<file path="config.mk">
export PLATFORM = sky130hd
export DESIGN_NAME = ripple_carry_adder_64_flat
export DESIGN_NICKNAME = d
export VERILOG_FILES = /design/src/rtl/ripple_carry_adder_64_pkg.sv /design/src/rtl/ripple_carry_adder_64_if.sv /design/src/rtl/ripple_carry_adder_64_full_adder.sv /design/src/rtl/ripple_carry_adder_64.sv /design/src/flat_wrapper.sv
export SDC_FILE = /design/constraint.sdc
export NUM_CORES = 1
export LEC_CHECK = 0
export CAP_MARGIN = 30
export CORE_MARGIN = 2
export CORE_UTILIZATION = 40
export DETAILED_ROUTE_END_ITERATION = 10
export HOLD_SLACK_MARGIN = 0.08
export PLACE_DENSITY = 0.8
export RECOVER_POWER = 50
export SYNTH_ARGS = -nofsm -noshare
export SYNTH_HDL_FRONTEND = slang
export SYNTH_SLANG_ARGS = --single-unit
</file>
<file path="constraint.sdc">
create_clock -name clk -period 0.94 [get_ports clk]
set_input_delay 0.094 -clock clk [delete_from_list [all_inputs] [get_ports clk]]
set_output_delay 0.094 -clock clk [all_outputs]
set_load 0.02 [all_outputs]
</file>
<file path="src/rtl/ripple_carry_adder_64_pkg.sv">
// ============================================================================
// ripple_carry_adder_64_pkg : shared width constant and word type
// Rev 1.0
// ============================================================================
`default_nettype none

package ripple_carry_adder_64_pkg;
  localparam int ADDER_WIDTH = 64;
  typedef logic [ADDER_WIDTH-1:0] word_t;
endpackage

`default_nettype wire

</file>
<file path="src/rtl/ripple_carry_adder_64_if.sv">
// ============================================================================
// ripple_carry_adder_64_if : operand/result bundle for the ripple adder
// Rev 1.0
// ============================================================================
`default_nettype none

interface ripple_carry_adder_64_if
  import ripple_carry_adder_64_pkg::*;
#(
  parameter int WIDTH = ADDER_WIDTH
);
  logic [WIDTH-1:0] A;
  logic [WIDTH-1:0] B;
  logic             Cin;
  logic             in_valid;
  logic [WIDTH-1:0] sum;
  logic             Cout;
  logic             out_valid;

  modport master (
    output A, B, Cin, in_valid,
    input  sum, Cout, out_valid
  );

  modport slave (
    input  A, B, Cin, in_valid,
    output sum, Cout, out_valid
  );
endinterface

`default_nettype wire

</file>
<file path="src/rtl/ripple_carry_adder_64_full_adder.sv">
// ============================================================================
// full_adder : one-bit combinational full-adder cell of the ripple chain
// Rev 1.0
// ============================================================================
`default_nettype none

module full_adder (
  input  wire logic a_i,
  input  wire logic b_i,
  input  wire logic cin_i,
  output logic      s_o,
  output logic      cout_o
);
  assign s_o    = a_i ^ b_i ^ cin_i;
  assign cout_o = (a_i & b_i) | (a_i & cin_i) | (b_i & cin_i);
endmodule

`default_nettype wire

</file>
<file path="src/rtl/ripple_carry_adder_64.sv">
// ============================================================================
// ripple_carry_adder_64 : 64-bit ripple-carry adder with one output register stage
// Rev 1.0
// ============================================================================
`default_nettype none

module ripple_carry_adder_64
  import ripple_carry_adder_64_pkg::*;
#(
  parameter int WIDTH = ADDER_WIDTH
) (
  input  wire logic               clk,
  input  wire logic               rst_n,
  ripple_carry_adder_64_if.slave  bus
);
  logic [WIDTH:0]   w_carry;
  logic [WIDTH-1:0] w_sum;
  logic [WIDTH-1:0] sum_d;
  logic             cout_d;
  logic [WIDTH-1:0] sum_q;
  logic             cout_q;
  logic             valid_q;

  assign w_carry[0] = bus.Cin;

  // Deliberately serial: each cell waits on the carry of the one below it.
  for (genvar i = 0; i < WIDTH; i++) begin : g_chain
    full_adder u_fa (
      .a_i    (bus.A[i]),
      .b_i    (bus.B[i]),
      .cin_i  (w_carry[i]),
      .s_o    (w_sum[i]),
      .cout_o (w_carry[i+1])
    );
  end

  assign sum_d  = w_sum;
  assign cout_d = w_carry[WIDTH];

  // Idle cycles leave the last result on sum/Cout; only out_valid drops.
  always_ff @(posedge clk or negedge rst_n) begin
    if (!rst_n) begin
      sum_q   <= '0;
      cout_q  <= 1'b0;
      valid_q <= 1'b0;
    end else begin
      valid_q <= bus.in_valid;
      if (bus.in_valid) begin
        sum_q  <= sum_d;
        cout_q <= cout_d;
      end
    end
  end

  assign bus.sum       = sum_q;
  assign bus.Cout      = cout_q;
  assign bus.out_valid = valid_q;
endmodule

`default_nettype wire

</file>
<file path="src/flat_wrapper.sv">
// flat-port wrapper written by rule: the top's interface ports become plain ports
module ripple_carry_adder_64_flat import ripple_carry_adder_64_pkg::*;
#(
  parameter int WIDTH = ADDER_WIDTH
)
  (clk, rst_n, bus_A, bus_B, bus_Cin, bus_in_valid, bus_sum, bus_Cout, bus_out_valid);
  ripple_carry_adder_64_if #(.WIDTH(WIDTH)) bus_i ();
  input  wire logic clk;
  input  wire logic rst_n;
  input wire logic [$bits(bus_i.A)-1:0] bus_A;
  input wire logic [$bits(bus_i.B)-1:0] bus_B;
  input wire logic [$bits(bus_i.Cin)-1:0] bus_Cin;
  input wire logic [$bits(bus_i.in_valid)-1:0] bus_in_valid;
  output wire logic [$bits(bus_i.sum)-1:0] bus_sum;
  output wire logic [$bits(bus_i.Cout)-1:0] bus_Cout;
  output wire logic [$bits(bus_i.out_valid)-1:0] bus_out_valid;
  assign bus_i.A = bus_A;
  assign bus_i.B = bus_B;
  assign bus_i.Cin = bus_Cin;
  assign bus_i.in_valid = bus_in_valid;
  assign bus_sum = bus_i.sum;
  assign bus_Cout = bus_i.Cout;
  assign bus_out_valid = bus_i.out_valid;
  ripple_carry_adder_64 #(.WIDTH(WIDTH)) u_core (.clk(clk), .rst_n(rst_n), .bus(bus_i));
endmodule
</file>
# Word-level counts from Yosys, hierarchy flattened
# Cells that the tools add are included.
[totals]
ff_bits = 66
input_bits = 132
out_inout_bits = 66
word_cells = 451
[classes]
n_bitwise = 448
[op_table]
columns = ["operator", "count"]
rows = [
  ["$and 1x1->1", 192],
  ["$or 1x1->1", 128],
  ["$xor 1x1->1", 128],
]

# Longest topological paths before layout
# Gate-level depths: netlist (run 1).
[logic_depth]
depth_word = 192
ltp_mapped = 68
depth_no_buf = 68

# Hierarchy
# A second synthesis (run 1) with hierarchy kept.
[hier_totals]
hier_cells = 202
hier_area_um2 = 3925.0
[modules_own_cells]
columns = ["module", "instances", "cells_per_inst", "area_each_um2", "seq_area_each_um2"]
rows = [
  ["ripple_carry_adder_64", 1, 138, 2643.8, 1651.6],
  ["full_adder", 64, 1, 20.0, 0.0],
]

# Worst setup path after synthesis (run 1)
# No wires, ideal clock.
[synth_path]
kind = "input-to-reg"
start = "input port bus_Cin"
end = "register u_core.sum_q[63] (netlist: u_core.bus.sum[63])"
setup_time_ns = 0.077
arrival_ns = 24.452
required_time_ns = 0.863
slack_ns = -23.590
path_stages = 68
n_path_buf = 0
path_cell_list = "inv_1 fa_1 inv_1 fa_1 fa_1 fa_1 fa_1 fa_1 fa_1 fa_1 fa_1 fa_1 fa_1 fa_1 fa_1 fa_1 fa_1 fa_1 [... 32 more ...] fa_1 fa_1 fa_1 fa_1 fa_1 fa_1 fa_1 fa_1 fa_1 fa_1 fa_1 fa_1 fa_1 fa_1 fa_1 inv_1 fa_1 a21oi_1"
[synth_via]
elab_chain_cells = 190
word_cells_on_any_way = 253
classes_between = "253 x bitwise"
[synth_rtl]
columns = ["element", "line", "rtl"]
rows = [
  ["from (decl)", "flat_wrapper.sv:12", "input wire logic [$bits(bus_i.Cin)-1:0] bus_Cin;"],
  ["$and 1x1->1", "ripple_carry_adder_64_full_adder.sv:15", "assign cout_o = (a_i & b_i) | (a_i & cin_i) | (b_i & cin_i);"],
  ["$or 1x1->1", "ripple_carry_adder_64_full_adder.sv:15", ""],
  ["$or 1x1->1 (*)", "ripple_carry_adder_64_full_adder.sv:15", ""],
  ["$and 1x1->1", "ripple_carry_adder_64_full_adder.sv:15", ""],
  ["$or 1x1->1", "ripple_carry_adder_64_full_adder.sv:15", ""],
  ["$or 1x1->1 (*)", "ripple_carry_adder_64_full_adder.sv:15", ""],
  ["$and 1x1->1", "ripple_carry_adder_64_full_adder.sv:15", ""],
  ["$or 1x1->1", "ripple_carry_adder_64_full_adder.sv:15", ""],
  ["[... 174 more ...]", "--", ""],
  ["$or 1x1->1 (*)", "ripple_carry_adder_64_full_adder.sv:15", ""],
  ["$and 1x1->1", "ripple_carry_adder_64_full_adder.sv:15", ""],
  ["$or 1x1->1", "ripple_carry_adder_64_full_adder.sv:15", ""],
  ["$or 1x1->1 (*)", "ripple_carry_adder_64_full_adder.sv:15", ""],
  ["$and 1x1->1", "ripple_carry_adder_64_full_adder.sv:15", ""],
  ["$or 1x1->1", "ripple_carry_adder_64_full_adder.sv:15", ""],
  ["$or 1x1->1 (*)", "ripple_carry_adder_64_full_adder.sv:15", ""],
  ["$xor 1x1->1 (*)", "ripple_carry_adder_64_full_adder.sv:14", "assign s_o = a_i ^ b_i ^ cin_i;"],
  ["to (signal assigned)", "ripple_carry_adder_64.sv:49", "sum_q <= sum_d;"],
  ["to (decl)", "ripple_carry_adder_64.sv:20", "logic [WIDTH-1:0] sum_q;"],
]
# Every way passes the cells marked *; elsewhere a longest branch is shown, timed or not.
# A chain may end at the register's enable or synchronous reset.

# Final worst setup path (run 1)
# Same ends and word-level chain as after synthesis.

==> impl_metrics.yaml, run 1 <==
place:
  dpl.hpwl_microns: 7510
  numPortBuffers: 197
  dp_cells: 544
  place_congestion: 0.822
  placed_area_sq_um: 6220
finish:
  nets: 654
  final_cells: 592
  drive_gt1_share_pct: 56.2
  layout_commonest_cell: "clkdlybuf4s50_1"
  fin_util_pct: 74.6
  area_growth_pct: 80.3
  n_antenna_cell: 0
  layout_common_cells: "124 x clkdlybuf4s50_1, 69 x buf_6, 66 x dfrtp_1"
  design_area_sq_um: 6890
setup_path:
  ff2ff_setup_slack_ps: 20
  cp-end-kind: "register"
  cp_max_fo: 1
  r2r_cells: 2
  required_ps: 1200
  cp_data_arrival_time_ps: 23060
  critPathMaxStageDelay_ps: 400
  cp_common_cell: "fa_2"
  rr_endpoint: "u_core.bus.sum[33]"
  worstSetupStartpointType: "input port"
  cpMaxStageDelayCell: "fa_1"
  r2r_start: "u_core.bus.sum[33]"
  worstSetupPathType: "input port to register"
floorplanning:
  core_sq_um: 9240
  num_rows: 35
  start_util_pct: 41.4
  die_area_sq_um: 10400
  ios: 198
  die_h_microns: 102
  die_w_microns: 102
sta:
  period_needed_ps: 22800
  finalSetupViolCount: 127
  max_freq_mhz: 43.9
  worstMarginPinSlew_ps: 725
  final.setup.worst_slack_ps: -21860
  hold_viol_final: 0
  fin_setup_tns_ps: -714340
  finalCritPeriodShare_pct: 2430
  maxSlewHeadroom_pct: 51.7
  rsz0062_at_grt: "true"
  final_max_slew_viol_count: 0
  clock_skew_ps: 0
yosys:
  syn-num-nets: 408
  synth_cell_types: 11
  ys_ff_latch: 66
  syn_area_sq_um: 3820
  ys_warn_count: 0
  synthCells: 212
  syn-mean-instance-area_sq_um: 18.0
  synth_seq_area_share_pct: 43.2
cts:
  numCtsBuffers: 9
  cts_tree: "built"
  clk_pin_slew_ps: 80
  htreeDepth: 3
  max-clock-path-buffers: 2
  clock_sinks: 66
  clk_latency_ps: 330
  clock-root-buffer: "clkbuf_8"
hold_path:
  min_path_cells: 4
  min_path_type: "input port to register"
  min_from: "bus_B[0]"
  hold-path-endpoint: "u_core.bus.sum[0]"
drt:
  firstDrtPassIters: 4
  wl_per_cell_microns: 16.8
  antenna_left: 0
  vias: 2661
  wl_microns: 9920
  drc_errors: 0
  drt_iter0_drc: 47
  vias_per_cell: 4.49
power_and_ir_drop:
  ir_drop_mv: 0.990
  powerDensity_nw_per_um2: 1840
  p_leak_nw: 2.99
global_routing:
  grt_antenna_before_repair: 0
  grt_pass1_vias: 3141
  grt_usage_pct: 19.7
  grt_max_degree: 67
  grt_overflow_total: 0
  grt_pass1_wl_microns: 15300
run_status:
  status: "finished, violations left"
  violations: "negative setup slack"
flow_run:
  cap_viol_max_count: 0
worst max-delay path by stage:
stage                        from  slack, ps  cells after the start            endpoint
after floorplan           bus_Cin     -21110                     68  u_core.bus.sum[63]
after global placement    bus_Cin     -22270                     69  u_core.bus.sum[63]
after detailed placement  bus_Cin     -22530                     69  u_core.bus.sum[63]
after CTS                 bus_Cin     -21990                     69  u_core.bus.sum[63]
after global routing      bus_Cin     -22380                     69  u_core.bus.sum[63]
final                     bus_Cin     -21860                     69  u_core.bus.sum[63]
sequential cells by signal (all words and copies together), names as in the netlist:
name	count
u_core.bus.sum	64
u_core.bus.Cout	1
u_core.bus.out_valid	1
stage by stage:
step | hold slack, ps | setup slack, ps | power, mW
final | 189 | -21860 | 12.7
after global routing | 185 | -22380 | 13.3
after CTS | 143 | -21990 | 12.5
after detailed placement | 144 | -22530 | 8.89
after global placement | 142 | -22270 | 8.74
after floorplan | -202 | -21110 | 6.15
kinds of logic (layout without fill, tap and decap cells):
| logic type | after synthesis | count (layout) | synth area share, % |
|---|---|---|---|
| buffers and inverters | 15 | 266 | 2.36 |
| muxes | 63 | 63 | 20.5 |
| DFF | 66 | 66 | 43.2 |
| AOI/OAI and AO/OA | 2 | 2 | 0.262 |
| adders and majority gates | 64 | 64 | 33.5 |
| and+or+nand+nor | 2 | 2 | 0.196 |
synthesized netlist by cell type, drive strengths merged:
| cell type | number | share of area (%) |
|---|---|---|
| mux2 | 62 | 20 |
| nor2 | 2 | 0.20 |
| inv | 8 | 0.79 |
| a21oi | 2 | 0.26 |
| buf | 7 | 1.6 |
| dfrtp | 66 | 43 |
| mux2i | 1 | 0.26 |
| fa | 64 | 34 |
area by class of cell:
cell class                      count  area, sq um
Tap cell                          129          161
Sequential cell                    66         1650
Clock buffer                       12          165
Fill cell                         603         2350
Multi-Input combinational cell    131         2380
Timing Repair Buffer              242         2420
Clock inverter                      4         72.6
Inverter                            8         47.5
per-layer routing:
layer / part of all wire [%] / GRT usage (%) / vias up
met5: 0 / 0 / -
met4: 1.9 / 7.07 / 0
met3: 7.8 / 5.80 / 17
met2: 54 / 35.3 / 117
met1: 36 / 22.4 / 1342
li1: - / - / 1185
power by group:
group,switching (mW),internal (mW),total [mW]
Combinational,2.22,3.56,5.78
Sequential,0.522,3.54,4.06
Clock,1.11,1.71,2.82
Total,3.85,8.81,12.7
repair_timing:
item	CTS	global route
gates resized for setup	438	11
pin swaps	13	7
hold buffers	1	0
buffers inserted	19	12
endpoints found under the hold margin	66	0
setup endpoints to repair	131	130
worst max-delay path, delay by kind of cell:
kind,cells,cell delay [ps]
AOI/OAI and AO/OA,1,120
buffers and inverters,4,260
adders and majority gates,64,22590
Note: power is estimated with default switching activity, not from simulation.
==> run 2: changes to the inputs <==
CORE_UTILIZATION = 41   (was 40)
PLACE_DENSITY = 0.81   (was 0.8)
SYNTH_HIERARCHICAL = 1   (was not set)
==> impl_metrics.yaml, run 2 <==
floorplanning:
  die_h_microns: 102
  ios: 198
  core_sq_um: 9280
  die_area_sq_um: 10400
  start_util_pct: 42.3
  die_w_microns: 102
  num_rows: 35
sta:
  final_max_slew_viol_count: 0
  worstMarginPinSlew_ps: 624
  clock_skew_ps: 0
  period_needed_ps: 22800
  finalCritPeriodShare_pct: 2430
  fin_setup_tns_ps: -716560
  hold_slack_ps: 139
  finalSetupViolCount: 126
  final.setup.worst_slack_ps: -21860
  hold_viol_final: 0
  rsz0062_at_grt: "true"
  max_freq_mhz: 43.9
  maxSlewHeadroom_pct: 58.4
finish:
  area_growth_pct: 75.0
  layout_commonest_cell: "clkdlybuf4s50_1"
  final_cells: 585
  n_antenna_cell: 0
  design_area_sq_um: 6870
  drive_gt1_share_pct: 57.2
  layout_common_cells: "126 x clkdlybuf4s50_1, 68 x buf_6, 66 x dfrtp_1"
  nets: 647
  largest_register_ffs: 64
drt:
  drt_iter0_drc: 20
  antenna_left: 0
  firstDrtPassIters: 4
  vias: 2644
  drc_errors: 0
  wl_microns: 10100
  vias_per_cell: 4.52
  wl_per_cell_microns: 17.2
place:
  place_congestion: 0.801
  dp_cells: 545
  placed_area_sq_um: 6350
  dpl.hpwl_microns: 7620
  numPortBuffers: 197
yosys:
  synth_cell_types: 6
  ys.flop_type: "dfrtp_1"
  async_flop_share_pct: 100
  ys_warn_count: 6
  yosys-top-cells-count: "66 x dfrtp_1, 64 x fa_1, 50 x mux2_4"
  synth_xor_area_share_pct: 0
  synthMuxAreaShare_pct: 23.4
  synthSimpleGateAreaFrac_pct: 0
  synth_compound_area_share_pct: 0
  synth_edf_count: 0
  syn-mean-instance-area_sq_um: 19.4
  synthAdderAreaFrac_pct: 32.6
  synth_seq_area_share_pct: 42.1
  synth_top_family_by_area: "adder cells"
  ys_ff_latch: 66
  synth_area_leader_cell: "dfrtp_1"
  synthCells: 202
  ys_top_cells_by_area: "dfrtp_1 42%, fa_1 33%, mux2_4 19%"
  syn-num-nets: 398
  syn_area_sq_um: 3930
  synth_most_common_cell: "dfrtp_1"
  synth_top_area_share_pct: 42.1
setup_path:
  cp_max_fo: 1
  cp_common_cell: "fa_2"
  cp-end-kind: "register"
  critPathMaxStageDelay_ps: 410
  cpMaxStageDelayCell: "fa_2"
  required_ps: 1150
  worstSetupStartpointType: "input port"
  cp_num_buf_inv: 1
  cp_data_arrival_time_ps: 23010
  worstSetupPathType: "input port to register"
  crit_family: "adder cells"
cts:
  clk_latency_ps: 320
  numCtsBuffers: 9
  clk_pin_slew_ps: 70
  max-clock-path-buffers: 2
  cts_tree: "built"
  clock-root-buffer: "clkbuf_8"
  htreeDepth: 3
  clock_sinks: 66
global_routing:
  grt_antenna_before_repair: 0
  grt_pass1_wl_microns: 15700
  grt_pass1_vias: 3157
  grt_usage_pct: 20.1
  grt_overflow_total: 0
  grt_max_degree: 67
flow_run:
  cap_viol_max_count: 0
power_and_ir_drop:
  p_leak_nw: 2.97
  powerDensity_nw_per_um2: 1830
  power_mw: 12.6
  ir_drop_mv: 0.881
hold_path:
  min_path_type: "input port to register"
run_status:
  violations: "negative setup slack"
  status: "finished, violations left"
## run 2: cells by family after synthesis
kind of cell / count (synthesis)
adders and majority gates: 64
DFF: 66
buffers and inverters: 7
muxes: 65
## run 2: final timing paths
kind	slack, ps	end	cells after the start	startpoint
hold / removal	140	u_core/bus.sum[1]	2	bus_in_valid
max in group asynchronous	100	u_core/bus.sum[15]	3	rst_n
setup reg to reg	20	u_core/bus.sum[38]	2	u_core/bus.sum[38]
hold reg to reg	530	u_core/bus.sum[3]	1	u_core/bus.sum[3]
min in group asynchronous	370	u_core/bus.sum[24]	3	rst_n
setup / recovery	-21860	u_core/bus.sum[63]	66	bus_Cin
## run 2: worst reg2reg max path, stage by stage, from the launching register on
cell and delay (ps):
dfrtp_1 410, buf_4 140, mux2_4 250
## run 2: timing repair
| action | in CTS | in global routing |
|---|---|---|
| endpoints found under the hold margin | 66 | 0 |
| pin swaps | 1 | 0 |
| setup buffers | 18 | 5 |
| endpoints found under the setup margin | 131 | 130 |
| gates resized for setup | 418 | 5 |
| hold buffers | 1 | 0 |
## run 2: metrics by stage
stage                     worst slack (ps)  util, %
after floorplan                     -21400        -
after global placement              -22300     68.4
after detailed placement            -22500     68.4
after CTS                           -21810     73.5
after global routing                -22240     74.0
final                               -21860     74.0
## run 2: final cells by class
type,count,area (sq um)
clock buffer,11,141
fill,622,2420
timing repair buffer,245,2430
tap,129,161
multi-input combinational,129,2410
clock inverter,5,77.6
sequential,66,1650
## run 2: power by group
part,internal (mW),switching (mW),total (mW)
registers,3.54,0.533,4.07
clock network,1.56,1.09,2.65
logic,3.63,2.24,5.86
## run 2: layer usage
layer,routed length (microns),GRT usage [%]
met5,0,0
met4,123,6.56
met3,869,5.47
met2,5310,35.0
met1,3780,24.4
==> variant (flow settings as in run 1) <==
`ADDER_WIDTH`: 64 -> 60.
--- a/src/rtl/ripple_carry_adder_64_pkg.sv
+++ b/src/rtl/ripple_carry_adder_64_pkg.sv
@@ -7,3 +7,3 @@
 package ripple_carry_adder_64_pkg;
-  localparam int ADDER_WIDTH = 64;
+  localparam int ADDER_WIDTH = 60;
   typedef logic [ADDER_WIDTH-1:0] word_t;
Interface: changed (resized bus_A, bus_B and bus_sum); port bits go from 198 to 186. No check against the original RTL was run, so the function may have changed too.
==> variant against run 1 <==
The run still ends with setup timing left; routed wire length shrank 8.7%; critical endpoint is now u_core.bus.sum[59]; sequential power shrank 6.2%; power fell by 11%; area after synthesis is 1.0% lower; combinational power is 5.9% lower; setup slack better by 1500 ps; sequential cell count shrank 4; synthesized cell count fell by 5.7%; final area shrank 6.2%; critical path type unchanged.
==> variant: results (changes against run 1) <==
Run status
  • Status: finished with violations (unchanged)
  • Failing checks: setup timing (unchanged)

Critical path
  • CP max-delay cell: fa_2 (was fa_1)
  • CP arrival: 21520 ps (was 23060 ps)
  • Worst r2r src: u_core.bus.sum[9] (was u_core.bus.sum[33])

Detailed routing
  • Routed wl met3: 819 µm (was 774 µm)
  • WL met2: 4780 µm (was 5400 µm)
  • Wire length per cell: 16.5 µm (was 16.8 µm)
  • Iter 0 DRT Violations: 32 (was 47)
  • Vias post-DR: 2493 (was 2661)

Finish
  • Max reg flops: 60 (was 64)
  • Share of layout cells above drive strength 1: 56.6% (was 56.2%)
  • Buffering overhead: 35.8% (was 35.1%)
  • Multi-input gates: 124 (was 131)
  • Sequential share of cell area: 24.0% (about the same)
  • Design area: 6460 µm² (was 6890 µm²)
  • Signal inverters: 7 (was 8)
  • Clock buffer cells: 10 (was 12)
  • FILL cells: 631 (was 603)
  • Layout buffer count excluding clock buffers: 231 (was 242)
  • Fin nets: 619 (was 654)
  • Multi-input gate area: 2240 µm² (was 2380 µm²)

STA
  • Hold slack: 171 ps (was 189 ps)
  • Final setup margin: -20320 ps (was -21860 ps)
  • Setup total negative slack: -623750 ps (was -714340 ps)
  • Finish-stage setup viols: 118 (was 127)

Global routing
  • GR Util All Layers: 18.7% (was 19.7%)
  • GRT met3 Usage: 6.76% (was 5.80%)
  • Vias in the first global route: 2977 (was 3141)
  • Largest net degree at the start of global routing: 63 (was 67)

Place
  • Dpl cells: 516 (was 544)
  • Port Buffers: 185 (was 197)
  • Post-place instance area: 6060 µm² (was 6220 µm²)

Logic synthesis
  • Syn nets: 384 (was 408)
  • Post-synth top cells: dfrtp_1 (62), fa_1 (60), mux2_4 (54) (was dfrtp_1 (66), fa_1 (64), mux2_2 (37))
  • Adder-Cell Fraction of Synth Area: 31.7% (was 33.5%)
  • Seq/Total Area, Yosys: 41.0% (was 43.2%)
  • Compound-Gate Fraction of Synth Area: 0.397% (was 0.262%)
  • Mean Syn Cell Area: 18.9 µm² (was 18.0 µm²)

Power and ir drop
  • Maximum vdd drop: 0.809 mV (was 0.990 mV)
  • Sw Share: 31.9% (was 30.4%)
  • LEAKAGE: 2.81 nW (was 2.99 nW)
  • Comb. pwr: 5.44 mW (was 5.78 mW)
  • Comb power frac: 48.0% (was 45.6%)
  • Register share of total power: 33.7% (was 32.1%)
-- variant: cells by family (layout without fill, tap and decap cells) --
family,after synthesis,after routing
buffers and inverters,14,254
muxes,58,58
DFF,62,62
adders and majority gates,60,60
and+or+nand+nor,3,3
AOI/OAI and AO/OA,3,3
-- variant: repair_timing --
item | CTS | global route
hold buffers | 1 | 0
pin swaps | 9 | 5
setup endpoints to repair | 123 | 122
buffers inserted | 12 | 6
endpoints found under the hold margin | 62 | 0
gates resized for setup | 395 | 0
-- variant: worst max-delay path by stage --
stage                    endpoint    start  depth (start not counted)
6_report       u_core.bus.sum[59]  bus_Cin                         65
5_1_grt        u_core.bus.sum[59]  bus_Cin                         65
4_1_cts        u_core.bus.sum[59]  bus_Cin                         65
3_5_place_dp   u_core.bus.sum[59]  bus_Cin                         65
3_3_place_gp   u_core.bus.sum[59]  bus_Cin                         65
2_1_floorplan  u_core.bus.sum[59]  bus_Cin                         64
